--- src/rtl/mc_ctrl_pkg.sv ---
// Shared encodings for the multicycle control unit: states, opcodes, ALU/PC/WB
// select codes, condition codes and the decoded-path record.
package mc_ctrl_pkg;

    typedef enum logic [2:0] {
        ST_IF  = 3'b000,
        ST_ID  = 3'b001,
        ST_EX  = 3'b010,
        ST_MEM = 3'b011,
        ST_WB  = 3'b100
    } state_t;

    localparam logic [4:0] OP_AND  = 5'b00000;
    localparam logic [4:0] OP_ADD  = 5'b00001;
    localparam logic [4:0] OP_SUB  = 5'b00010;
    localparam logic [4:0] OP_CMP  = 5'b00011;
    localparam logic [4:0] OP_CAS  = 5'b00100;
    localparam logic [4:0] OP_LUI  = 5'b00101;
    localparam logic [4:0] OP_LW   = 5'b00110;
    localparam logic [4:0] OP_LWS  = 5'b00111;
    localparam logic [4:0] OP_SW   = 5'b01000;
    localparam logic [4:0] OP_BEQ  = 5'b01001;
    localparam logic [4:0] OP_J    = 5'b01010;
    localparam logic [4:0] OP_JR   = 5'b01011;
    localparam logic [4:0] OP_JAL  = 5'b01100;
    localparam logic [4:0] OP_ANDI = 5'b01101;
    localparam logic [4:0] OP_ADDI = 5'b01110;
    localparam logic [4:0] OP_SUBI = 5'b01111;

    localparam logic [2:0] ALU_AND = 3'b000;
    localparam logic [2:0] ALU_ADD = 3'b001;
    localparam logic [2:0] ALU_SUB = 3'b010;
    localparam logic [2:0] ALU_MAX = 3'b011;
    localparam logic [2:0] ALU_CMP = 3'b100;
    localparam logic [2:0] ALU_SHL = 3'b101;

    localparam logic [1:0] PC_SEQ    = 2'b00;
    localparam logic [1:0] PC_JUMP   = 2'b01;
    localparam logic [1:0] PC_REG    = 2'b10;
    localparam logic [1:0] PC_BRANCH = 2'b11;

    localparam logic [1:0] WB_ALU = 2'b00;
    localparam logic [1:0] WB_MEM = 2'b01;
    localparam logic [1:0] WB_PC  = 2'b10;

    localparam logic [1:0] COND_AL = 2'b00;
    localparam logic [1:0] COND_EQ = 2'b01;
    localparam logic [1:0] COND_NE = 2'b10;
    localparam logic [1:0] COND_NV = 2'b11;

    typedef struct packed {
        logic       needs_ex;
        logic       needs_mem;
        logic       needs_wb;
        logic       is_imm;
        logic       is_branch;
        logic       is_jump;
        logic       is_jr;
        logic       is_jal;
        logic       is_load;
        logic       is_store;
        logic       illegal;
        logic [2:0] alu_op;
    } decode_t;

    function automatic logic cond_pass(input logic [1:0] cond, input logic z);
        logic p;
        case (cond)
            COND_AL: p = 1'b1;
            COND_EQ: p = z;
            COND_NE: p = ~z;
            default: p = 1'b0;
        endcase
        return p;
    endfunction

endpackage

--- src/rtl/mc_control_unit_decode.sv ---
// Opcode-to-path decoder: tells the FSM which stages an instruction visits and
// which ALU function and operand source it needs.
module mc_decode
    import mc_ctrl_pkg::*;
(
    input  logic [4:0] opcode_i,
    output decode_t    dec_o
);

    always_comb begin
        dec_o        = '0;
        dec_o.alu_op = ALU_AND;
        case (opcode_i)
            OP_AND:  begin dec_o.needs_ex = 1'b1; dec_o.needs_wb = 1'b1; dec_o.alu_op = ALU_AND; end
            OP_ADD:  begin dec_o.needs_ex = 1'b1; dec_o.needs_wb = 1'b1; dec_o.alu_op = ALU_ADD; end
            OP_SUB:  begin dec_o.needs_ex = 1'b1; dec_o.needs_wb = 1'b1; dec_o.alu_op = ALU_SUB; end
            OP_CMP:  begin dec_o.needs_ex = 1'b1; dec_o.needs_wb = 1'b1; dec_o.alu_op = ALU_CMP; end
            OP_CAS:  begin dec_o.needs_ex = 1'b1; dec_o.needs_wb = 1'b1; dec_o.alu_op = ALU_MAX; end
            OP_ANDI: begin dec_o.needs_ex = 1'b1; dec_o.needs_wb = 1'b1; dec_o.is_imm = 1'b1; dec_o.alu_op = ALU_AND; end
            OP_ADDI: begin dec_o.needs_ex = 1'b1; dec_o.needs_wb = 1'b1; dec_o.is_imm = 1'b1; dec_o.alu_op = ALU_ADD; end
            OP_SUBI: begin dec_o.needs_ex = 1'b1; dec_o.needs_wb = 1'b1; dec_o.is_imm = 1'b1; dec_o.alu_op = ALU_SUB; end
            OP_LUI:  begin dec_o.needs_ex = 1'b1; dec_o.needs_wb = 1'b1; dec_o.is_imm = 1'b1; dec_o.alu_op = ALU_SHL; end
            OP_LW, OP_LWS: begin
                dec_o.needs_ex  = 1'b1;
                dec_o.needs_mem = 1'b1;
                dec_o.needs_wb  = 1'b1;
                dec_o.is_imm    = 1'b1;
                dec_o.is_load   = 1'b1;
                dec_o.alu_op    = ALU_ADD;
            end
            OP_SW: begin
                dec_o.needs_ex  = 1'b1;
                dec_o.needs_mem = 1'b1;
                dec_o.is_imm    = 1'b1;
                dec_o.is_store  = 1'b1;
                dec_o.alu_op    = ALU_ADD;
            end
            OP_BEQ:  begin dec_o.needs_ex = 1'b1; dec_o.is_branch = 1'b1; dec_o.alu_op = ALU_SUB; end
            OP_J:    begin dec_o.is_jump = 1'b1; end
            OP_JR:   begin dec_o.is_jump = 1'b1; dec_o.is_jr = 1'b1; end
            OP_JAL:  begin dec_o.is_jump = 1'b1; dec_o.is_jal = 1'b1; dec_o.needs_wb = 1'b1; end
            default: dec_o.illegal = 1'b1;
        endcase
    end

endmodule

--- src/rtl/mc_control_unit.sv ---
// Multicycle IF/ID/EX/MEM/WB control FSM with predication and Z flag.
// Optional performance counters are built only when CTRL_PERF_CNT_EN is defined.
module mc_control_unit
    import mc_ctrl_pkg::*;
#(
    parameter bit IMEM_WAIT_EN_DEFAULT = 1'b0,
    parameter int CNT_W                = 32
) (
    input  logic             clk,
    input  logic             reset,
    input  logic [23:0]      ir,
    input  logic             alu_zero,
    input  logic             imem_ready,
    input  logic             dmem_ready,
    output logic [2:0]       state,
    output logic [2:0]       next_state,
    output logic             ir_write,
    output logic             pc_write,
    output logic             reg_write,
    output logic             mem_rd,
    output logic             mem_wr,
    output logic [1:0]       pc_src,
    output logic             alu_src_b,
    output logic [2:0]       alu_op,
    output logic [1:0]       wb_src,
    output logic             reg_dst_r7,
    output logic             z_flag,
    output logic             illegal_op,
    output logic [CNT_W-1:0] ins_count,
    output logic [CNT_W-1:0] cpi_last
);

    state_t  state_q, state_d;
    logic    z_q, z_d;
    decode_t dec;
    logic    pass;
    logic    imem_done;
    logic    unused_fields;

    assign pass          = cond_pass(ir[23:22], z_q);
    assign imem_done     = !IMEM_WAIT_EN_DEFAULT || imem_ready;
    assign unused_fields = ^ir[15:0];

    mc_decode u_decode (
        .opcode_i (ir[21:17]),
        .dec_o    (dec)
    );

    always_comb begin
        state_d = state_q;
        case (state_q)
            ST_IF:  if (imem_done) state_d = ST_ID;
            ST_ID: begin
                if (!pass || dec.illegal) state_d = ST_IF;
                else if (dec.needs_ex)    state_d = ST_EX;
                else if (dec.needs_wb)    state_d = ST_WB;
                else                      state_d = ST_IF;
            end
            ST_EX: begin
                if (dec.needs_mem)     state_d = ST_MEM;
                else if (dec.needs_wb) state_d = ST_WB;
                else                   state_d = ST_IF;
            end
            ST_MEM: if (dmem_ready) state_d = dec.needs_wb ? ST_WB : ST_IF;
            ST_WB:  state_d = ST_IF;
            default: state_d = ST_IF;
        endcase
    end

    // Only executing instructions reach EX, so the predicate needs no re-check here.
    assign z_d = (state_q == ST_EX && ir[16]) ? alu_zero : z_q;

    always_ff @(posedge clk or negedge reset) begin
        if (!reset) begin
            state_q <= ST_IF;
            z_q     <= 1'b0;
        end else begin
            state_q <= state_d;
            z_q     <= z_d;
        end
    end

    assign state      = state_q;
    assign next_state = reset ? state_d : ST_IF;
    assign z_flag     = z_q;

    // reset is active-low: strobes are forced off while it is asserted so a
    // pending memory access drops immediately, not at the next edge.
    always_comb begin
        ir_write   = 1'b0;
        pc_write   = 1'b0;
        reg_write  = 1'b0;
        mem_rd     = 1'b0;
        mem_wr     = 1'b0;
        pc_src     = PC_SEQ;
        alu_src_b  = 1'b0;
        alu_op     = ALU_AND;
        wb_src     = WB_ALU;
        reg_dst_r7 = 1'b0;
        illegal_op = 1'b0;
        if (reset) begin
            case (state_q)
                ST_IF: begin
                    ir_write = imem_done;
                    pc_write = imem_done;
                end
                ST_ID: begin
                    illegal_op = dec.illegal;
                    if (!pass || dec.illegal) begin
                        pc_write = 1'b1;
                    end else if (dec.is_jump) begin
                        pc_write = 1'b1;
                        pc_src   = dec.is_jr ? PC_REG : PC_JUMP;
                    end
                end
                ST_EX: begin
                    alu_op    = dec.alu_op;
                    alu_src_b = dec.is_imm;
                    if (dec.is_branch) begin
                        pc_write = alu_zero;
                        pc_src   = PC_BRANCH;
                    end
                end
                ST_MEM: begin
                    mem_rd = dec.is_load;
                    mem_wr = dec.is_store;
                end
                ST_WB: begin
                    reg_write  = 1'b1;
                    reg_dst_r7 = dec.is_jal;
                    wb_src     = dec.is_load ? WB_MEM : (dec.is_jal ? WB_PC : WB_ALU);
                end
                default: ;
            endcase
        end
    end

`ifdef CTRL_PERF_CNT_EN
    logic [CNT_W-1:0] ins_q, cpi_q, cyc_q;
    logic             retire;

    assign retire = (state_q != ST_IF) && (state_d == ST_IF);

    // cyc_q counts cycles already spent on the current instruction, stalls included.
    always_ff @(posedge clk or negedge reset) begin
        if (!reset) begin
            ins_q <= '0;
            cpi_q <= '0;
            cyc_q <= '0;
        end else if (retire) begin
            ins_q <= ins_q + 1'b1;
            cpi_q <= cyc_q + 1'b1;
            cyc_q <= '0;
        end else begin
            cyc_q <= cyc_q + 1'b1;
        end
    end

    assign ins_count = ins_q;
    assign cpi_last  = cpi_q;
`else
    assign ins_count = '0;
    assign cpi_last  = '0;
`endif

endmodule

--- config.mk ---
export PLATFORM = sky130hd
export DESIGN_NAME = mc_control_unit
export DESIGN_NICKNAME = d
export VERILOG_FILES = /design/src/rtl/mc_ctrl_pkg.sv /design/src/rtl/mc_control_unit_decode.sv /design/src/rtl/mc_control_unit.sv
export SDC_FILE = /design/constraint.sdc
export NUM_CORES = 1
export LEC_CHECK = 0
export ABC_AREA = 1
export ABC_CLOCK_PERIOD_IN_PS = 1500
export CORE_MARGIN = 10
export CORE_UTILIZATION = 29
export DETAILED_ROUTE_END_ITERATION = 8
export HOLD_SLACK_MARGIN = 0.02
export PLACE_DENSITY = 0.81
export SYNTH_ARGS = -nofsm -noshare
export SYNTH_HDL_FRONTEND = slang
export SYNTH_SLANG_ARGS = --single-unit
--- constraint.sdc ---
create_clock -name clk -period 1.5 [get_ports clk]
set_clock_uncertainty 0.05 [all_clocks]
set_input_delay 0.15 -clock clk [delete_from_list [all_inputs] [get_ports clk]]
set_output_delay 0.15 -clock clk [all_outputs]
set_load 0.1 [all_outputs]
# After elaboration in Yosys (flattened, before gate mapping)
# Cells that the tools add are included.
[word_totals] register_bits=4 input_bits=29 output_inout_bits=86 wordCells=90
[op_classes] eq_ne=21 muxes=51 bitwise_logic=1 reduce_logical=15
[op_table] cell="$eq 5x4->1 const B" count=8
[op_table] cell="$mux 1" count=29
[op_table] cell="$mux 3" count=8
[op_table] cell="$eq 5x3->1 const B" count=4
[op_table] cell="$mux 2" count=9
[op_table] cell="$reduce_or 16->1" count=1
[op_table] cell="$pmux 3 s5" count=1
[op_table] cell="$reduce_or 13->1" count=1
[op_table] cell="$pmux 3 s4" count=1
[op_table] cell="$reduce_or 12->1" count=1
[op_table] cell="$eq 5x2->1 const B" count=2
[op_table] cell="$reduce_or 3->1" count=3
[op_table] cell="$reduce_or 7->1" count=1
[op_table] cell="$eq 3x2->1 const B" count=2
[op_table] cell="$pmux 1 s3" count=2
[op_table] cell="$eq 5x1->1 const B" count=1
[op_table] cell="$logic_not 5->1" count=1
[op_table] cell="$reduce_or 5->1" count=1
[op_table] cell="$pmux 2 s2" count=1
[op_table] cell="$eq 3x1->1 const B" count=1
[op_table] cell="$eq 3x3->1 const B" count=1
[op_table] cell="$logic_not 3->1" count=1
[op_table] cell="$eq 2x1->1 const B" count=1
[op_table] cell="$eq 2x2->1 const B" count=1
[op_table] cell="other kinds (6)" count=6

# Logic depth before layout (Yosys ltp)
[logic_depth] depth_word=8 mapped_depth=9 mapped_depth_nobuf=9

# Hierarchy
# Synthesis repeated with hierarchy kept, for this count alone.
[unflattened] cells_unflattened=210 hier_area_um2=1221.2
[by_module_without_submodules] module="mc_control_unit" instances=1 cells_each=156 area_per_inst_um2=969.7 seq_area_each_um2=100.1
[by_module_without_submodules] module="mc_decode" instances=1 cells_each=54 area_per_inst_um2=251.5 seq_area_each_um2=0.0

# Worst setup path after synthesis
# OpenSTA, ideal clock, no wires.
[synth_path] kind="reg2out" startpoint="reg state_q[2] (netlist: state[2])" endpoint="out reg_dst_r7" arrival_ns=4.982 required_ns=1.300 slack_ns=-3.682 path_stages_with_launch=5 path_buffers=0 cell_sequence="dfrtp_1 inv_1 nor3_1 inv_1 nor2_1"
[synth_between] elab_chain_cells=3
[synth_rtl] item="start: declaration" line="mc_control_unit.sv:33" text="state_t state_q, state_d;"
[synth_rtl] item="start signal: assignment" line="mc_control_unit.sv:78" text="state_q <= state_d;"
[synth_rtl] item="$eq 3x3->1" line="mc_control_unit.sv:102" text="case (state_q)"
[synth_rtl] item="$mux 1" line="mc_control_unit.sv:102"
[synth_rtl] item="$mux 1" line="mc_control_unit.sv:101" text="if (reset) begin"
[synth_rtl] item="end: declaration" line="mc_control_unit.sv:26" text="output logic reg_dst_r7,"
# Every way passes these cells.

# Worst setup path in the final report
[layout_path] startpoint="reg z_q (netlist: z_flag)" endpoint="out next_state[1]"
[layout_between] elab_chain_cells=7
[layout_rtl] item="start: declaration" line="mc_control_unit.sv:34" text="logic z_q, z_d;"
[layout_rtl] item="start signal: assignment" line="mc_control_unit.sv:79" text="z_q <= z_d;"
[layout_rtl] item="$not 1->1" line="mc_ctrl_pkg.sv:71" text="COND_NE: p = ~z;"
[layout_rtl] item="$pmux 1 s3 (*)" line="mc_ctrl_pkg.sv:68" text="case (cond)"
[layout_rtl] item="$logic_not 1->1 (*)" line="mc_control_unit.sv:54" text="if (!pass || dec.illegal) state_d = ST_IF;"
[layout_rtl] item="$logic_or 1x1->1 (*)" line="mc_control_unit.sv:54"
[layout_rtl] item="$mux 3 (*)" line="mc_control_unit.sv:54"
[layout_rtl] item="$pmux 3 s4 (*)" line="mc_control_unit.sv:51" text="case (state_q)"
[layout_rtl] item="$mux 3 (*)" line="mc_control_unit.sv:84" text="assign next_state = reset ? state_d : ST_IF;"
[layout_rtl] item="end: declaration" line="mc_control_unit.sv:16" text="output logic [2:0] next_state,"
# Every way passes the cells marked *; elsewhere a longest branch is shown, timed or not.

==> impl_results.md <==
* Outcome: finished, violations left
* Failing checks: setup timing
* Fin. max-slew vios at 0
* Worst Hold Class: in2async
* Lkg Pwr at 1.02 nW
* WL final at 3760 µm
* Row count at 22
* Dpl cells at 283
* Fin cells at 294
* Largest net degree at the start of global routing at 8
* H-tree depth at 1
* CTS clock-pin slew for the worst setup and hold paths at 0.03 ns
* Fill count at 327
* Global-route wire length before repair at 5690 µm
* Vias per cell at 3.90
* Post-synth top area share at 43.3%
* Sequential cell area fraction in the yosys report at 9.03%
* Worst skew pair latency at 0.21 ns
* Die X at 81.8 µm
* Iter 0 DRT Violations at 51
* Crit path capture type: primary output
* Post-synth ARST share at 100%
* Main synth FF type: dfrtp_1
* Final Instance Area at 2130 µm²
* Mapped Cells at 172
* Mapped Avg Cell Area at 6.45 µm²
* Remaining antenna violation count at 0
* Global router's overall resource usage at 10.3%
* Yosys warns at 0
* Root buf cell: clkbuf_8
* Crit path launch type: register
* Hold_buf cts at 0
* Total power at 3.32 mW
* Port bufs at 33
* Mapped cell area at 1110 µm²
* Die height at 81.8 µm
* Highest clock rate at 530 MHz
* CP Class: reg2out
* Layout cells sized above 1 at 52.8%
* Worst-path maximum fanout at 3
* CTS max path bufs at 2
* Post-DR wirelength/cell at 12.8 µm
* DP Area at 1900 µm²
* Register bit total from synthesis at 4
* RSZ-0062 raised after global routing: yes
* EDFF count, synth at 0
* Synth area leaders: buf_4, dfrtp_1, inv_1, nand2_1, nand3_1
* IR Drop Worst-Case VDD at 1.39 mV
* Count of cell types in the netlist at 23
* Setup ws final at -0.386 ns
* First-pass iteration count of the detailed router at 4
* CTS tree: yes
* Routed via count at 1147
* I/O pin count at 115
* DR DRC count at 0
* PwrDens at 1560 nW/µm²
* Setup Viol. Count Final at 18
* # diodes at 0
* Area growth from synthesis to layout at 92.1%
* Number of antenna violations at the first check in global routing at 0
* Minimum clock period after layout at 1.89 ns
* Yosys top cell by area: buf_4
* GRT overflow at 0
* Required time of the worst setup path at 1.30 ns
* Crit path DAT at 1.69 ns
* Initial core utilization at 30.1%
* Total CTS buffers at 3
* Vias in the first global route at 1285
* Final net count at 277
* Tcrit/Tclk final at 126%
* Final HPWL DP at 3280 µm
* Final hold vios at 0
* Final RePlAce weighted congestion at 0.860
* Sink Count at 4
* Core area at 3690 µm²
* Max Cap Viol at 0
* DIE AREA at 6700 µm²
[Yosys cell counts, types with 3 or more instances]
master	count
buf_4	64
inv_1	21
nand2_1	19
nor2_1	13
nand3_1	10
a21oi_1	8
nand4_1	6
dfrtp_1	4
nand2_2	4
nor3_1	4
a31oi_1	3
nor2_4	3
[power by group]
group,total [mW],switching [mW],internal (mW)
sequential,0.268,0.0874,0.180
clock,0.223,0.0522,0.171
combinational,2.83,1.98,0.853
[critical path, cell delays in order (launching register included)]
cell,delay (ns)
dfrtp_4,0.48
nand2_2,0.07
o21ai_2,0.06
nor2_2,0.13
inv_1,0.10
nor2_2,0.17
nand2_2,0.11
a21oi_4,0.18
buf_12,0.19
[repair_timing]
action	4_1_cts	5_1_grt
cloned	0	0
setup endpoints to repair	18	18
gates resized for setup	31	14
hold endpoints to repair	0	0
buffers inserted	8	2
pin swaps	21	10
[final cells by class]
type                            count  area [µm²]  share of cell area (%)
Clock buffer                        3        41.3                    1.94
Inverter                           23         104                    4.88
Multi-Input combinational cell    144         948                    44.5
Sequential cell                     4         115                    5.41
Tap cell                           48        60.1                    2.82
Timing Repair Buffer               72         861                    40.4
[registers in the layout, summed over array words and instances, names as in the netlist]
signal  cells
state       3
z_flag      1
[logic make-up after synthesis]
family | count (synthesis) | synth area share, %
buffers and inverters | 87 | 51.1
and+or+nand+nor | 65 | 31.6
AOI/OAI and AO/OA | 15 | 7.90
DFF | 4 | 9.03
other | 1 | 0.338
[cell usage in the layout (no fill, tap or decap), types with 6 or more instances in the layout]
cell,instances
conb_1,64
buf_4,32
buf_12,22
inv_1,11
nor2_4,11
nand2_1,10
nand2_2,8
inv_2,7
buf_6,7
nand4_1,6
nand2_4,6
nand3_2,6
nand3_1,6
clkdlybuf4s50_1,6
[metal layers]
metal	global-route usage (%)	wire (µm)	up-vias
li1	-	-	571
met1	11.2	1400	518
met2	19.7	2000	56
met3	3.06	337	2
met4	1.19	27	0
met5	0	0	-
[per-stage QoR]
stage                     hold slack, ns  utilization, %  setup TNS, ns  setup slack (ns)
after floorplan                   -0.196               -          -9.19             -1.11
after global placement             0.540            51.6          -6.32            -0.521
after detailed placement           0.548            51.6          -6.27            -0.531
after CTS                          0.346            56.7          -4.02            -0.324
after global routing               0.374            57.7          -5.90            -0.480
final                              0.349            57.7          -4.49            -0.386
[final timing paths]
kind                            cells after the start      from             to  slack (ns)
worst max register to register                      7  state[2]         z_flag        0.07
max in group asynchronous                           3     reset         z_flag        0.91
worst min register to register                      3  state[0]       state[0]        0.63
worst max-delay path                                8    z_flag  next_state[1]       -0.39
worst min-delay path                                3     reset       state[2]        0.35
min in group clk                                    5    ir[21]       state[2]        0.47
No activity file was read; power rests on OpenSTA's default activity.
